--- src/rtl/mem_port_arbiter_pkg.sv ---
// Shared types and constants for the multi-channel byte-serial memory port arbiter.
package mem_arb_pkg;

  typedef enum logic [2:0] {
    IDLE = 3'd0,
    RD   = 3'd1,
    TAIL = 3'd2,
    WR   = 3'd3,
    DONE = 3'd4
  } state_e;

  localparam logic [1:0] IO_SEL = 2'b11;
  localparam int IO_HI = 17;
  localparam int IO_LO = 16;

  localparam int ARB_RR    = 0;
  localparam int ARB_FIXED = 1;

  // Byte counts at or above the port width collapse to the widest access.
  function automatic logic [1:0] clamp_len(input logic [1:0] len, input int maxb);
    return (int'(len) >= maxb) ? 2'(maxb - 1) : len;
  endfunction

endpackage

--- src/rtl/mem_port_arbiter_if.sv ---
// Request channels plus the byte-wide RAM/IO bus of the memory port arbiter.
interface mem_port_arbiter_if #(
  parameter int NCH = 2
);
  logic              rdy;
  logic [NCH-1:0]    req;
  logic [NCH-1:0]    wr;
  logic [NCH*32-1:0] addr;
  logic [NCH*2-1:0]  len;
  logic [NCH*32-1:0] wdata;
  logic [NCH-1:0]    flush;
  logic [NCH-1:0]    gnt;
  logic [NCH-1:0]    done;
  logic [31:0]       rdata;
  logic [7:0]        mem_din;
  logic [7:0]        mem_dout;
  logic [31:0]       mem_a;
  logic              mem_wr;

  modport master (
    output rdy, req, wr, addr, len, wdata, flush, mem_din,
    input  gnt, done, rdata, mem_dout, mem_a, mem_wr
  );

  modport slave (
    input  rdy, req, wr, addr, len, wdata, flush, mem_din,
    output gnt, done, rdata, mem_dout, mem_a, mem_wr
  );
endinterface

--- src/rtl/mem_port_arbiter_rr_arbiter.sv ---
// One-hot channel selector: round-robin from a rotating start pointer, or fixed lowest-index priority.
module rr_arbiter
  import mem_arb_pkg::*;
#(
  parameter int NCH      = 2,
  parameter int ARB_MODE = ARB_RR
) (
  input  logic           clk,
  input  logic           rst,
  input  logic [NCH-1:0] i_req,
  input  logic           i_en,
  output logic [NCH-1:0] o_gnt
);
  localparam int PW = (NCH > 1) ? $clog2(NCH) : 1;

  logic [PW-1:0] r_ptr;
  logic [PW-1:0] w_ptr_nxt;
  logic [PW-1:0] w_idx;
  logic [PW:0]   w_sum;
  logic          w_found;
  logic          w_hit;

  // Scan channels starting at the pointer, wrapping modulo NCH; first requester wins.
  always_comb begin
    o_gnt     = '0;
    w_ptr_nxt = r_ptr;
    w_found   = 1'b0;
    w_sum     = '0;
    w_idx     = '0;
    w_hit     = 1'b0;
    for (int i = 0; i < NCH; i++) begin
      w_sum     = ((ARB_MODE == ARB_FIXED) ? '0 : {1'b0, r_ptr}) + (PW+1)'(i);
      w_sum     = (w_sum >= (PW+1)'(NCH)) ? (w_sum - (PW+1)'(NCH)) : w_sum;
      w_idx     = w_sum[PW-1:0];
      w_hit     = i_en && !w_found && i_req[w_idx];
      o_gnt     = o_gnt | (w_hit ? (NCH'(1) << w_idx) : '0);
      w_ptr_nxt = w_hit ? ((w_idx == PW'(NCH - 1)) ? '0 : (w_idx + PW'(1))) : w_ptr_nxt;
      w_found   = w_found | w_hit;
    end
  end

  // Pointer moves only when a grant is issued.
  always_ff @(posedge clk or negedge rst) begin
    if (!rst) begin
      r_ptr <= '0;
    end else begin
      r_ptr <= w_ptr_nxt;
    end
  end
endmodule

--- src/rtl/mem_port_arbiter.sv ---
// Arbitrates NCH request channels onto the byte-wide RAM/IO bus, serialising 1..MAXB byte accesses.
module mem_port_arbiter
  import mem_arb_pkg::*;
#(
  parameter int NCH      = 2,
  parameter int MAXB     = 4,
  parameter int ARB_MODE = ARB_RR
) (
  input logic               clk,
  input logic               rst,
  mem_port_arbiter_if.slave bus
);
  localparam int PW = (NCH > 1) ? $clog2(NCH) : 1;

  state_e         r_state, w_state_nxt;
  logic [PW-1:0]  r_ch, w_win_idx;
  logic [NCH-1:0] w_win, w_ch_onehot;
  logic [31:0]    r_addr, r_wdata, r_data;
  logic [31:0]    w_sel_addr, w_sel_wdata, w_addr_k, w_wshift;
  logic [1:0]     r_len, r_k, w_sel_len, w_km1;
  logic           r_wr, w_sel_wr, w_io, w_abort, w_last, w_arb_en;

  assign w_arb_en = bus.rdy && (r_state == IDLE);

  rr_arbiter #(.NCH(NCH), .ARB_MODE(ARB_MODE)) u_arb (
    .clk   (clk),
    .rst   (rst),
    .i_req (bus.req),
    .i_en  (w_arb_en),
    .o_gnt (w_win)
  );

  // Select the winning channel's request fields.
  always_comb begin
    w_win_idx   = '0;
    w_sel_addr  = '0;
    w_sel_wdata = '0;
    w_sel_len   = '0;
    w_sel_wr    = 1'b0;
    for (int i = 0; i < NCH; i++) begin
      w_win_idx   = w_win[i] ? PW'(i) : w_win_idx;
      w_sel_addr  = w_win[i] ? bus.addr[i*32 +: 32] : w_sel_addr;
      w_sel_wdata = w_win[i] ? bus.wdata[i*32 +: 32] : w_sel_wdata;
      w_sel_len   = w_win[i] ? clamp_len(bus.len[i*2 +: 2], MAXB) : w_sel_len;
      w_sel_wr    = w_win[i] ? bus.wr[i] : w_sel_wr;
    end
  end

  assign w_io        = (r_addr[IO_HI:IO_LO] == IO_SEL);
  assign w_last      = (r_k == r_len);
  assign w_km1       = r_k - 2'd1;
  assign w_addr_k    = r_addr + {30'd0, r_k};
  assign w_wshift    = r_wdata >> {r_k, 3'b000};
  assign w_ch_onehot = NCH'(1) << r_ch;
  // Only non-IO reads may be cancelled; IO reads have side effects once started.
  assign w_abort     = (r_state inside {RD, TAIL, DONE}) && !r_wr && !w_io && bus.flush[r_ch];

  // State register.
  always_ff @(posedge clk or negedge rst) begin
    if (!rst) begin
      r_state <= IDLE;
    end else begin
      r_state <= w_state_nxt;
    end
  end

  // Next-state logic; rdy low freezes the sequence.
  always_comb begin
    w_state_nxt = r_state;
    if (!bus.rdy) begin
      w_state_nxt = r_state;
    end else begin
      case (r_state)
        IDLE:    w_state_nxt = (|w_win) ? (w_sel_wr ? WR : RD) : IDLE;
        RD:      w_state_nxt = w_abort ? IDLE : (w_last ? TAIL : RD);
        TAIL:    w_state_nxt = w_abort ? IDLE : DONE;
        WR:      w_state_nxt = w_last ? DONE : WR;
        DONE:    w_state_nxt = IDLE;
        default: w_state_nxt = IDLE;
      endcase
    end
  end

  // Request latch, byte counter and read-byte assembly.
  always_ff @(posedge clk or negedge rst) begin
    if (!rst) begin
      r_ch    <= '0;
      r_addr  <= 32'd0;
      r_wdata <= 32'd0;
      r_data  <= 32'd0;
      r_len   <= 2'd0;
      r_k     <= 2'd0;
      r_wr    <= 1'b0;
    end else if (bus.rdy) begin
      case (r_state)
        IDLE: begin
          if (|w_win) begin
            r_ch    <= w_win_idx;
            r_addr  <= w_sel_addr;
            r_wdata <= w_sel_wdata;
            r_len   <= w_sel_len;
            r_wr    <= w_sel_wr;
            r_k     <= 2'd0;
            r_data  <= 32'd0;
          end
        end
        RD: begin
          if (r_k != 2'd0) begin
            r_data <= r_data | ({24'd0, bus.mem_din} << {w_km1, 3'b000});
          end
          if (!w_last) begin
            r_k <= r_k + 2'd1;
          end
        end
        TAIL: r_data <= r_data | ({24'd0, bus.mem_din} << {r_len, 3'b000});
        WR: begin
          if (!w_last) begin
            r_k <= r_k + 2'd1;
          end
        end
        default: r_k <= r_k;
      endcase
    end
  end

  // Bus and handshake outputs decoded from the current state.
  always_comb begin
    bus.gnt      = '0;
    bus.done     = '0;
    bus.rdata    = 32'd0;
    bus.mem_a    = 32'd0;
    bus.mem_dout = 8'd0;
    bus.mem_wr   = 1'b0;
    case (r_state)
      RD, TAIL: begin
        bus.gnt   = w_ch_onehot;
        bus.mem_a = w_addr_k;
      end
      WR: begin
        bus.gnt      = w_ch_onehot;
        bus.mem_a    = w_addr_k;
        bus.mem_dout = w_wshift[7:0];
        bus.mem_wr   = bus.rdy;
      end
      DONE: begin
        bus.gnt   = w_ch_onehot;
        bus.done  = (bus.rdy && !w_abort) ? w_ch_onehot : '0;
        bus.rdata = (bus.rdy && !w_abort && !r_wr) ? r_data : 32'd0;
      end
      default: bus.gnt = '0;
    endcase
  end
endmodule

--- src/flat_wrapper.sv ---
// flat-port wrapper written by rule: the top's interface ports become plain ports
module mem_port_arbiter_flat import mem_arb_pkg::*;
#(
  parameter int NCH      = 2,
  parameter int MAXB     = 4,
  parameter int ARB_MODE = ARB_RR
)
  (clk, rst, bus_rdy, bus_req, bus_wr, bus_addr, bus_len, bus_wdata, bus_flush, bus_mem_din, bus_gnt, bus_done, bus_rdata, bus_mem_dout, bus_mem_a, bus_mem_wr);
  mem_port_arbiter_if #(.NCH(NCH)) bus_i ();
  input logic clk;
  input logic rst;
  input wire logic [$bits(bus_i.rdy)-1:0] bus_rdy;
  input wire logic [$bits(bus_i.req)-1:0] bus_req;
  input wire logic [$bits(bus_i.wr)-1:0] bus_wr;
  input wire logic [$bits(bus_i.addr)-1:0] bus_addr;
  input wire logic [$bits(bus_i.len)-1:0] bus_len;
  input wire logic [$bits(bus_i.wdata)-1:0] bus_wdata;
  input wire logic [$bits(bus_i.flush)-1:0] bus_flush;
  input wire logic [$bits(bus_i.mem_din)-1:0] bus_mem_din;
  output wire logic [$bits(bus_i.gnt)-1:0] bus_gnt;
  output wire logic [$bits(bus_i.done)-1:0] bus_done;
  output wire logic [$bits(bus_i.rdata)-1:0] bus_rdata;
  output wire logic [$bits(bus_i.mem_dout)-1:0] bus_mem_dout;
  output wire logic [$bits(bus_i.mem_a)-1:0] bus_mem_a;
  output wire logic [$bits(bus_i.mem_wr)-1:0] bus_mem_wr;
  assign bus_i.rdy = bus_rdy;
  assign bus_i.req = bus_req;
  assign bus_i.wr = bus_wr;
  assign bus_i.addr = bus_addr;
  assign bus_i.len = bus_len;
  assign bus_i.wdata = bus_wdata;
  assign bus_i.flush = bus_flush;
  assign bus_i.mem_din = bus_mem_din;
  assign bus_gnt = bus_i.gnt;
  assign bus_done = bus_i.done;
  assign bus_rdata = bus_i.rdata;
  assign bus_mem_dout = bus_i.mem_dout;
  assign bus_mem_a = bus_i.mem_a;
  assign bus_mem_wr = bus_i.mem_wr;
  mem_port_arbiter #(.NCH(NCH), .MAXB(MAXB), .ARB_MODE(ARB_MODE)) u_core (.clk(clk), .rst(rst), .bus(bus_i));
endmodule
--- config.mk ---
export PLATFORM = sky130hd
export DESIGN_NAME = mem_port_arbiter_flat
export DESIGN_NICKNAME = d
export VERILOG_FILES = /design/src/rtl/mem_port_arbiter_pkg.sv /design/src/rtl/mem_port_arbiter_if.sv /design/src/rtl/mem_port_arbiter_rr_arbiter.sv /design/src/rtl/mem_port_arbiter.sv /design/src/flat_wrapper.sv
export SDC_FILE = /design/constraint.sdc
export NUM_CORES = 1
export LEC_CHECK = 0
export ABC_AREA = 0
export BUFFER_PORTS_ARGS = -buffer_cell sky130_fd_sc_hd__buf_2
export CAP_MARGIN = 20
export CORE_ASPECT_RATIO = 2
export CORE_MARGIN = 2
export CORE_UTILIZATION = 50
export DETAILED_ROUTE_END_ITERATION = 10
export PLACE_DENSITY = 0.94
export RECOVER_POWER = 50
export SLEW_MARGIN = 20
export SYNTH_ARGS = -nofsm -noshare
export SYNTH_HDL_FRONTEND = slang
export SYNTH_SLANG_ARGS = --single-unit
--- constraint.sdc ---
create_clock -name clk -period 4.88 [get_ports clk]
set_input_delay 0.488 -clock clk [delete_from_list [all_inputs] [get_ports clk]]
set_output_delay 0.488 -clock clk [all_outputs]
set_load 0.02 [all_outputs]
After elaboration in Yosys (flattened, before gate mapping)

Index checks and enable logic that the tools add are counted.
W data, S select, Z words.

Register bits after elaboration: 106
Bits of input ports: 149
Output and inout port bits: 77
Logic and storage cells: 110

Add/subtract/negate cells: 8
Magnitude comparators: 5
Equality and inequality tests: 9
Shift operators: 6
Muxes and demuxes: 44
Bitwise operators: 3
Reduce and logical (&&, ||, !) cells: 26

Operators with widths:

| kind                  | count |
|---|---|
| $mux W32              | 9 |
| $pmux W32 S3          | 1 |
| $or A32 B32 Y32       | 2 |
| $shl A8 B5 Y32        | 2 |
| $add A32 B2 Y32       | 1 |
| $shr A32 B5 Y8        | 1 |
| $mux W2               | 11 |
| $mux W1               | 16 |
| $mux W3               | 4 |
| $pmux W3 S4           | 1 |
| $logic_and A1 B1 Y1   | 9 |
| $mux W8               | 1 |
| $reduce_and A4 Y1     | 2 |
| $eq A3 B2 Y1 const B  | 2 |
| $lt A1 B2 Y1 const B  | 3 |
| $ne A2 B2 Y1 const B  | 3 |
| $reduce_bool A2 Y1    | 3 |
| $reduce_bool A3 Y1    | 2 |
| $shl A1 B1 Y2 const A | 3 |
| $logic_not A1 Y1      | 4 |
| $pmux W2 S2           | 1 |
| $reduce_or A2 Y1      | 2 |
| $reduce_or A4 Y1      | 1 |
| $eq A3 B1 Y1 const B  | 1 |
| 14 further kinds      | 16 |

Longest topological paths before layout

Depth in word-level cells: 15
Depth in mapped cells: 8
Depth with buffers taken out: 7

Cells and area by module

A second synthesis with hierarchy kept.

Cells, all modules: 762
Area total of the unflattened synthesis: 6675.2 µm²

Modules (own cells, without submodules):

| module           | times used | cells an instance | area each (µm²) | sequential area each (µm²) |
|---|---|---|---|---|
| mem_port_arbiter | 1          | 754               | 6613.8          | 2627.5 |
| rr_arbiter       | 1          | 8                 | 61.3            | 25.0 |

Worst setup path after synthesis

Ideal clock, no wire load.

Kind: reg2out
From: register u_core.r_k[0]
To: output bus_mem_a[24]
Arrival: 2.050 ns
Required time: 4.392 ns
Setup slack: 2.342 ns
Cell stages (with the launch flop): 8
Path buffers: 0
Cell sequence: dfrtp_1 > ha_1 > fa_1 > nand3_1 > nor4_4 > nand4_1 > xor2_1 > nor2_1

Cells in the longest elaborated chain, start to end: 2

Ends and longest elaborated chain:

| item                   | line                    | text |
|---|---|---|
| from (decl)            | mem_port_arbiter.sv:20  | `logic [1:0] r_len, r_k, w_sel_len, w_km1;` |
| from (signal assigned) | mem_port_arbiter.sv:112 | `r_k <= r_k + 2'd1;` |
| from (signal assigned) | mem_port_arbiter.sv:118 | `r_k <= r_k + 2'd1;` |
| from (signal assigned) | mem_port_arbiter.sv:121 | `default: r_k <= r_k;` |
| $add A32 B2 Y32        | mem_port_arbiter.sv:52  | `assign w_addr_k = r_addr + {30'd0, r_k};` |
| $mux W32               | mem_port_arbiter.sv:134 | `case (r_state)` |
| to (decl)              | flat_wrapper.sv:24      | `output wire logic [$bits(bus_i.mem_a)-1:0] bus_mem_a;` |

Every way passes these cells.

Worst setup path in the final report

From: register u_core.r_state[1]
To: register u_core.r_addr[12]

Cells in the longest elaborated chain, start to end: 10
Elaborated cells between the ends (all ways): 13
Classes of those cells: mux (4); bitwise (1); reduce/logical (8)

Ends and longest elaborated chain:

| item                                                                  | line                                           | text |
|---|---|---|
| from (decl)                                                           | mem_port_arbiter.sv:15                         | `state_e r_state, w_state_nxt;` |
| from (signal assigned)                                                | mem_port_arbiter.sv:63                         | `r_state <= w_state_nxt;` |
| $logic_not A3 Y1 *                                                    | mem_port_arbiter.sv:23, mem_port_arbiter.sv:95 |  |
| $logic_and A1 B1 Y1                                                   | mem_port_arbiter.sv:23                         | `assign w_arb_en = bus.rdy && (r_state == IDLE);` |
| $logic_and A1 B1 Y1                                                   | mem_port_arbiter_rr_arbiter.sv:35              | `w_hit = i_en && !w_found && i_req[w_idx];` |
| $logic_not A1 Y1                                                      | mem_port_arbiter_rr_arbiter.sv:35              |  |
| $logic_and A1 B1 Y1 (2 in series)                                     | mem_port_arbiter_rr_arbiter.sv:35              |  |
| $mux W2                                                               | mem_port_arbiter_rr_arbiter.sv:36              | `o_gnt = o_gnt \| (w_hit ? (NCH'(1) << w_idx) : '0);` |
| $or A2 B2 Y2                                                          | mem_port_arbiter_rr_arbiter.sv:36              |  |
| $reduce_or A2 Y1 / $mux W32 (equally long branches)                   | mem_port_arbiter.sv:97, mem_port_arbiter.sv:42 |  |
| $reduce_and A3 Y1 (no source line) / $mux W32 (equally long branches) | -                                              |  |
| to (signal assigned)                                                  | mem_port_arbiter.sv:99                         | `r_addr <= w_sel_addr;` |
| to (decl)                                                             | mem_port_arbiter.sv:18                         | `logic [31:0] r_addr, r_wdata, r_data;` |

Every way passes the cells marked *; elsewhere a longest branch is shown, timed or not.
A chain may end at the register's enable or synchronous reset.

==> results.json <==
{
  "end_kind": "register",
  "cp-start-kind": "register",
  "period_needed_ns": 3.68,
  "synth_flop_cell": "dfrtp_1",
  "cts_tree": "built",
  "dp_cells": 913,
  "detail-route-antenna-nets": 0,
  "floorplan.initialDensity_pct": 51.2,
  "fin_cells": 930,
  "route.vias.total": 5441,
  "cts_inserted_buffers": 9,
  "ios": 226,
  "io_buffers": 225,
  "num_rows": 55,
  "outcome": "finished, violations left",
  "critPathKind": "register to register",
  "synth_cells": 582,
  "antenna_found_initial": 0,
  "core_area_um2": 11400,
  "ys_seq_area_share_pct": 45.7,
  "period_share_pct": 75.3,
  "synth_async_sr_flop_share_pct": 100,
  "cts_root_buf": "clkbuf_16",
  "die_area_um2": 12600,
  "yosysWarningCount": 0,
  "clock_latency_ns": 0.34,
  "diodes": 0,
  "setup_viol": 0,
  "worstPathMaxFanout": 66,
  "finalSetupTns_ns": 0,
  "cts_hold_buf": 0,
  "cts.sinks": 106,
  "grt_pass1_vias": 5491,
  "cts_max_path_buffers": 2,
  "grtUsageTotal_pct": 26.8,
  "drive_above_1_share_pct": 33.8,
  "hold_path.class": "input port to register",
  "powerDensity_nw_per_um2": 573,
  "max_slew.worst_pin.slew_ns": 2.78,
  "power.leakage_uw": 0.00390,
  "grt_pass1_wl_mm": 26.0,
  "die_h_um": 156,
  "cts_resized": 0,
  "grt_overflow_total": 0,
  "total_power_uw": 4140,
  "ys_ff_latch": 106,
  "violations": "capacitance limit, slew limit",
  "die_w_um": 80.2,
  "dpl_cell_area_um2": 6960,
  "wl_mm": 16.6,
  "layout-area-overhead-vs-synth_pct": 24.4,
  "first_iter_violations": 591,
  "firstDrtPassIters": 8,
  "critPathRequiredTime_ns": 5.10,
  "cts_post_setup_buffers_inserted": 0,
  "cap_violations": 1,
  "slew_viol_final": 55,
  "ir_drop_uv": 402,
  "rsz0062_at_grt": "no",
  "drc": 0,
  "clkTransAtPathRegs_ns": 0.08,
  "synth_edf_count": 0,
  "synth_area_um2": 5810,
  "synth_cell_types": 53,
  "avgSynthCellArea_um2": 9.98,
  "via_per_inst": 5.85,
  "fin_skew_ns": 0.0114,
  "synth_nets": 735,
  "grt_max_degree": 67,
  "fin_area_um2": 7230,
  "worstPathArrival_ns": 3.90,
  "hold_violations": 0,
  "gp_congestion": 0.924,
  "fillers": 919,
  "finalNetCount": 936,
  "relSlewSlack_pct": -85.2,
  "dp_hpwl_mm": 12.7,
  "cts_max_level": 3,
  "avgRoutedWirePerCell_um": 17.8,
  "fmax_mhz": 272
}
-- stage by stage --
step / hold WS, ns / setup slack, ns / util [%]
after floorplan: 0.192 / 2.34 / -
after global placement: 0.455 / 1.68 / 61.3
after detailed placement: 0.462 / 1.56 / 61.3
after CTS: 0.179 / 1.17 / 63.9
after global routing: 0.341 / 0.695 / 63.6
final: 0.352 / 1.20 / 63.6
-- critical path: stages, from the launching register on --
cell and delay (ns):
dfrtp_1 0.62, nor4b_1 0.71, o21ai_0 0.60, clkbuf_2 0.82, a222oi_1 0.67, inv_1 0.07
-- where the power goes --
group	switching, µW	total, µW	internal [µW]
Clock	337	710	372
Sequential	415	1660	1240
Combinational	1000	1780	777
Total	1750	4140	2390
-- layout by cell type (no fill, tap or decap), drive strengths merged, types with 2 or more instances in the layout --
master / instances
nor2: 41
and2: 36
xor2: 23
nand2: 52
nor4b: 2
mux2i: 5
and4: 2
and3: 17
xnor2: 8
a222oi: 66
nand2b: 2
nor4: 3
nand4: 11
a22o: 8
mux4: 8
nand3: 15
or3: 3
clkbuf: 19
inv: 76
o21ai: 33
a21oi: 5
nor3: 3
ha: 3
dfrtp: 106
a21o: 2
buf: 222
nor2b: 2
-- path summary, 6_finish.rpt --
path,start,endpoint,slack (ns),depth (start not counted)
setup / recovery,u_core.r_state[1]$_DFFE_PN0P_,u_core.r_addr[12]$_DFFE_PN0P_,1.20,5
hold / removal,bus_wdata[8],u_core.r_wdata[8]$_DFFE_PN0P_,0.35,3
min in group asynchronous,rst,u_core.r_wdata[29]$_DFFE_PN0P_,1.02,1
hold reg to reg,u_core.r_data[1]$_DFFE_PN0P_,u_core.r_data[1]$_DFFE_PN0P_,0.47,2
setup reg to reg,u_core.r_state[1]$_DFFE_PN0P_,u_core.r_addr[12]$_DFFE_PN0P_,1.20,5
max in group asynchronous,rst,u_core.r_addr[2]$_DFFE_PN0P_,1.42,2
-- sequential cells by signal, summed over array words and instances (netlist names) --
name                flops
u_core.r_wr             1
u_core.r_ch             1
u_core.r_addr          32
u_core.r_len            2
u_core.r_state          3
u_core.u_arb.r_ptr      1
u_core.r_wdata         32
u_core.r_data          32
u_core.r_k              2
-- cell type report --
class | instances | area (µm²) | area share, %
Timing Repair Buffer | 231 | 1150 | 16.0
Sequential cell | 106 | 2650 | 36.7
Tap cell | 142 | 178 | 2.46
Inverter | 72 | 270 | 3.74
Multi-Input combinational cell | 363 | 2680 | 37.0
Clock buffer | 10 | 239 | 3.31
Clock inverter | 6 | 56.3 | 0.779
-- cells in the mapped netlist, types with 8 or more instances --
master,instances,area share [%]
a222oi_1,66,11
a22o_1,8,1.2
and2_1,35,3.8
and3_1,17,1.8
buf_2,17,1.5
clkbuf_1,18,1.2
dfrtp_1,106,46
inv_1,72,4.7
mux4_2,8,3.1
nand2_1,50,3.2
nand3_1,14,1.2
nand4_1,10,1.1
nor2_1,41,2.6
o21ai_0,15,1.3
o21ai_1,17,1.5
xnor2_1,8,1.2
xor2_1,23,3.5
-- logic make-up (layout without fill, tap and decap cells) --
logic type	count (synthesis)	in the layout	share of synthesized area, %
flip-flops	106	106	45.7
AND/OR/NAND/NOR	194	194	18.7
adder cells (fa/ha/maj)	4	4	0.991
multiplexers	14	14	4.37
AO/OA/AOI/OAI	120	120	17.1
buffers and inverters	113	319	8.46
XOR/XNOR	31	31	4.67
-- metal layers --
layer	GRT usage [%]	wire [µm]
met4	14.1	631
met1	29.2	5920
met2	48.4	9020
met3	4.21	1000
met5	0	0
Power figures use the tool's default switching activity.
